### config.mk
export PLATFORM = sky130hd
export DESIGN_NAME = mem_port_arbiter
export DESIGN_NICKNAME = d
export VERILOG_FILES = /design/src/rtl/mem_port_arbiter.sv
export SDC_FILE = /design/constraint.sdc
export NUM_CORES = 1
export LEC_CHECK = 0
export CAP_MARGIN = 20
export CORE_AREA = 2 2 122 124
export DETAILED_ROUTE_END_ITERATION = 12
export DIE_AREA = 0 0 124 126
export GPL_ROUTABILITY_DRIVEN = 0
export GPL_TIMING_DRIVEN = 0
export PLACE_DENSITY = 0.77
export RECOVER_POWER = 25
export SLEW_MARGIN = 20
export SYNTH_ARGS = -nofsm -noshare
export SYNTH_HDL_FRONTEND = slang
export SYNTH_SLANG_ARGS = --single-unit
### constraint.sdc
create_clock -name clk -period 1.9 [get_ports clk]
set_clock_uncertainty 0.2 [all_clocks]
set_input_delay 0.285 -clock clk [delete_from_list [all_inputs] [get_ports clk]]
set_output_delay 0.285 -clock clk [all_outputs]
set_load 0.005 [all_outputs]
### src/rtl/mem_port_arbiter.sv
// mem_port_arbiter: shares one fixed-latency memory between fetch and data ports, data first; MEM_ARB_STATS_EN adds stall counters
module mem_port_arbiter #(
  parameter int ADDR_W = 32,
  parameter int DATA_W = 32,
  parameter int WAIT_CYCLES = 2
) (
  input  logic              clk,
  input  logic              rst,
  input  logic              if_req,
  input  logic [ADDR_W-1:0] if_addr,
  output logic [DATA_W-1:0] if_rdata,
  output logic              if_ready,
  input  logic              dm_read,
  input  logic              dm_write,
  input  logic [ADDR_W-1:0] dm_addr,
  input  logic [DATA_W-1:0] dm_wdata,
  output logic [DATA_W-1:0] dm_rdata,
  output logic              dm_ready,
  output logic              mem_en,
  output logic              mem_we,
  output logic [ADDR_W-1:0] mem_addr,
  output logic [DATA_W-1:0] mem_wdata,
  input  logic [DATA_W-1:0] mem_rdata,
  output logic              stall_if,
  output logic              stall_dm
`ifdef MEM_ARB_STATS_EN
  ,
  output logic [31:0]       if_wait_cnt,
  output logic [31:0]       dm_wait_cnt
`endif
);
  localparam int CW = $clog2(WAIT_CYCLES + 1);
  typedef enum logic [1:0] {IDLE, IF_WAIT, DM_WAIT, DONE} state_t;
  state_t state, state_n;
  logic [CW-1:0] cnt;
  logic last_dm, dm_req, busy, fin, go_dm, go_if;
  always_comb begin
    dm_req = dm_read | dm_write;
    busy = state == IF_WAIT || state == DM_WAIT;
    fin = busy && cnt == CW'(1);
    go_dm = dm_req && (state == IDLE || (state == DONE && !last_dm));
    go_if = if_req && ((state == IDLE && !dm_req) || (state == DONE && last_dm));
    state_n = go_dm ? DM_WAIT : go_if ? IF_WAIT : fin ? DONE : busy ? state : IDLE;
  end
  assign stall_if = if_req & ~if_ready;
  assign stall_dm = dm_req & ~dm_ready;
  always_ff @(posedge clk) begin
    if (rst) begin
      state <= IDLE;
      cnt <= '0;
      last_dm <= 1'b0;
      mem_en <= 1'b0;
      mem_we <= 1'b0;
      mem_addr <= '0;
      mem_wdata <= '0;
      if_ready <= 1'b0;
      dm_ready <= 1'b0;
      if_rdata <= '0;
      dm_rdata <= '0;
    end else begin
      state <= state_n;
      if_ready <= 1'b0;
      dm_ready <= 1'b0;
      if (go_dm || go_if) begin
        mem_en <= 1'b1;
        mem_we <= go_dm & dm_write;
        mem_addr <= go_dm ? dm_addr : if_addr;
        mem_wdata <= dm_wdata;
        cnt <= CW'(WAIT_CYCLES);
        last_dm <= go_dm;
      end else if (busy) begin
        cnt <= cnt - CW'(1);
        if (fin) begin
          mem_en <= 1'b0;
          mem_we <= 1'b0;
          if (state == IF_WAIT) begin
            if_ready <= 1'b1;
            if_rdata <= mem_rdata;
          end else begin
            dm_ready <= 1'b1;
            if (!mem_we) dm_rdata <= mem_rdata;
          end
        end
      end
    end
  end
`ifdef MEM_ARB_STATS_EN
  always_ff @(posedge clk) begin
    if (rst) begin
      if_wait_cnt <= '0;
      dm_wait_cnt <= '0;
    end else begin
      if (stall_if && ~&if_wait_cnt) if_wait_cnt <= if_wait_cnt + 32'd1;
      if (stall_dm && ~&dm_wait_cnt) dm_wait_cnt <= dm_wait_cnt + 32'd1;
    end
  end
`endif
endmodule

==> results.md <==
* Finished Cell Area at 0.00914 mm²
* Die area at 0.0156 mm²
* Root Driver: clkbuf_16
* Gr usage total at 0.238
* Adder-Cell Fraction of Synth Area at 0.00983
* Antenna violations before repair at 1
* Fin. max-slew vios at 0
* Crit path DAT at 1400 ps
* Syn. warnings at 0
* Detail Route Antenna Nets at 0
* Complex-gate fraction of the synthesized area at 0.171
* Htree depth at 4
* Final wirelength at 18,500 µm
* Max Cap Violations at 0
* Dpl hpwl at 13,400 µm
* Status: finished, final reports clean
* Min cycle time layout at 1880 ps
* Slowest CP cell: clkdlybuf4s50_1
* Die Y at 126 µm
* Slack of the worst reg-to-reg path at 30 ps
* DR vias at 5,530
* Initial Utilization at 0.356
* Syn nets at 785
* Worst Setup EP: stall_dm
* Syn Inst Count at 648
* Fraction of registers with async set/reset at 0
* Worst skew pair latency at 410 ps
* Synth Area in XOR/XNOR at 0.00172
* Clk slew on worst S/H paths at 60 ps
* Critical path fanouts, max at 5
* Simple-Gate Fraction of Synth Area at 0.233
* Worst Setup End Kind: output port
* P_int at 5.95 mW
* Post-route DRC violation count at 0
* Register area share after synthesis at 0.539
* Crit path max-delay family: buffers and inverters
* Largest net degree at the start of global routing at 17
* Reg-to-reg endpoint: dm_rdata[22]$_SDFFE_PP0P_
* Vias in the first global route at 5,643
* Drt initial violations at 247
* Core Area at 0.0143 mm²
* Antenna Cells at 0
* CP Launch Point: dm_write
* Logic pwr share at 0.173
* Yosys cell types at 31
* Fin crit share at 0.991
* CTS tree: built
* Main combinational cell family by area after synthesis: simple AND/OR/NAND/NOR gates
* FMAX at 0.531 GHz
* Proportion of synthesized area in mux cells at 0.00197
* First-pass GRT wire length at 28,500 µm
* Cell leakage power at 3.35 nW
* Cells on worst reg2reg path at 7
* WP data required at 1410 ps
* Number of flops mapped to enable cells by yosys at 0
* Synth Flop Type: dfxtp_1
* # nets final at 1,078
* CTS max path bufs at 2
* Max IR drop VDD at 604 µV
* Worst path depth at 4
* PD cells at 864 mW/mm²
* Slew headroom at 0.559
* Synth Cell Area at 0.00509 mm²
* Power Total at 7.89 mW
* CTS sink count at 137
* Final Hold Fails at 0
* Reg power frac at 0.398
* Post-synthesis register bit count at 137
* Cts hold-fix bufs at 0
* Slew @ Worst Pin at 662 ps
* Worst path buffer plus inverter count at 2
* Reg2reg start: state[0]$_SDFFE_PP0P_
* Fill count at 1,231
* Final hold slack at 218 ps
* CP startpoint kind: input pin
* Die X at 124 µm
* Worst Setup Path Type: in -> out
* Slowest stage delay, CP at 540 ps
* Inserted Clock Buffers at 17
* Vias per inst at 4.86
* Crit path cell chain: dlygate4sd2_1 -> nor2_4 -> nor2_1 -> clkdlybuf4s50_1
* Setup repair after global routing missed its margin: yes
* Row count at 44
* Setup-failing EPs final at 0
* Area growth syn-to-layout at 79.4%
* Clock network power share at 0.429
* Grt total ovfl at 0
* WL/cell at 16.2 µm
* Post-DP Area at 0.00799 mm²
* Avg Cell Area, Syn at 7.86 µm²
* Hold Startpoint: dm_wdata[18]
* Hold Crit Class: in -> reg
* I/O pins at 267
* NetSw at 1.94 mW
* Layout cells sized above 1 at 0.149
* # port buffers at 265
* DR pass1 iterations at 4
* Switching Fraction at 0.246
## worst min path at each step
| stage | to | slack (ps) | cells past startpoint |
|---|---|---|---|
| detailed placement | mem_wdata[30]$_SDFFE_PP0P_ | 240 | 2 |
| global placement | mem_wdata[2]$_SDFFE_PP0P_ | 240 | 2 |
| finish | mem_wdata[18]$_SDFFE_PP0P_ | 220 | 3 |
| global route | mem_wdata[18]$_SDFFE_PP0P_ | 230 | 3 |
| CTS | mem_we$_SDFFE_PP0P_ | 160 | 3 |
| floorplan | dm_rdata[0]$_SDFFE_PP0P_ | 220 | 2 |
## per-layer routing
layer	global-route usage	routed length, µm	vias up
met2	0.422	9260	225
met3	0.0956	1940	27
met4	0.0939	374	2
met5	0	13	-
met1	0.248	6860	2539
li1	-	-	2737
## worst register-to-register path, cell delays in order, from the launching register on
cell and delay (ps):
dfxtp_4 380, inv_2 50, ha_4 300, nand2_8 60
or3_4 420, clkbuf_16 200, nand2_2 80, a21oi_2 50
## kinds of logic (layout without fill, tap and decap cells)
group                    after synthesis  in the layout
AO/OA/AOI/OAI                        142            142
XOR/XNOR                               1              1
adder cells (fa/ha/maj)                4              4
buffers and inverters                 55            361
flip-flops                           137            137
multiplexers                           1              1
AND/OR/NAND/NOR                      308            308
## state kept, by name, indices dropped and copies added (netlist names)
name	flops
if_ready	1
dm_rdata	32
mem_en	1
if_rdata	32
last_dm	1
mem_addr	32
mem_we	1
mem_wdata	32
state	2
dm_ready	1
cnt	2
## power groups by stage
stage / clock network, mW / logic (mW) / registers (mW)
2_1_floorplan: 0 / 0.467 / 3.20
3_3_place_gp: 0 / 1.25 / 3.19
3_5_place_dp: 0 / 1.26 / 3.20
4_1_cts: 3.43 / 1.33 / 3.14
5_1_grt: 3.59 / 1.49 / 3.16
6_report: 3.39 / 1.37 / 3.14
## cells in the final DEF, fill, tap and decap left out, types with 4 or more instances in the layout
cell / count
buf_4: 9
clkbuf_8: 5
buf_6: 6
clkbuf_16: 20
a21oi_2: 17
a311oi_1: 32
nand2_2: 21
clkbuf_1: 16
clkbuf_4: 14
buf_2: 6
nand2_1: 228
nor2_1: 35
nand2_4: 9
clkinv_2: 4
clkdlybuf4s50_1: 260
dfxtp_1: 135
a21oi_1: 83
dlygate4sd2_1: 4
## repair_timing
action	in CTS	in global routing
cloned	3	0
endpoints found under the setup margin	135	129
pin swaps	61	8
resized for setup	105	52
setup buffers	7	2
## through the flow
stage / setup slack, ps / util / TNS [ps] / std cells
5_1_grt: -31.0 / 0.638 / -179 / 1138
2_1_floorplan: -1.79 / - / -53.8 / 648
6_report: 16.5 / 0.638 / 0 / 1138
3_5_place_dp: -729 / 0.558 / -57390 / 1097
3_3_place_gp: -697 / 0.558 / -51340 / 1097
4_1_cts: -68.1 / 0.630 / -1120 / 1137
## cell usage after synthesis, drive strengths merged (2+ instances only)
library cell / count / area [µm²]
a311oi: 32 / 280
a21oi: 101 / 509
o21ai: 2 / 10.0
nand2: 259 / 972
nor3: 4 / 25.0
clkbuf: 39 / 146
inv: 5 / 18.8
o31ai: 2 / 33.8
ha: 4 / 50.1
nor2b: 2 / 12.5
nor2: 36 / 135
buf: 11 / 53.8
dfxtp: 137 / 2740
## area by class of cell
type / count / area, µm² / area share
Timing Repair Buffer: 277 / 2760 / 0.302
Multi-Input combinational cell: 456 / 2420 / 0.264
Buffer: 47 / 355 / 0.0389
Clock buffer: 21 / 460 / 0.0504
Sequential cell: 137 / 2750 / 0.301
Clock inverter: 11 / 144 / 0.0158
Tap cell: 184 / 230 / 0.0252
Inverter: 5 / 18.8 / 0.00205
Note: power is estimated with default switching activity, not from simulation.
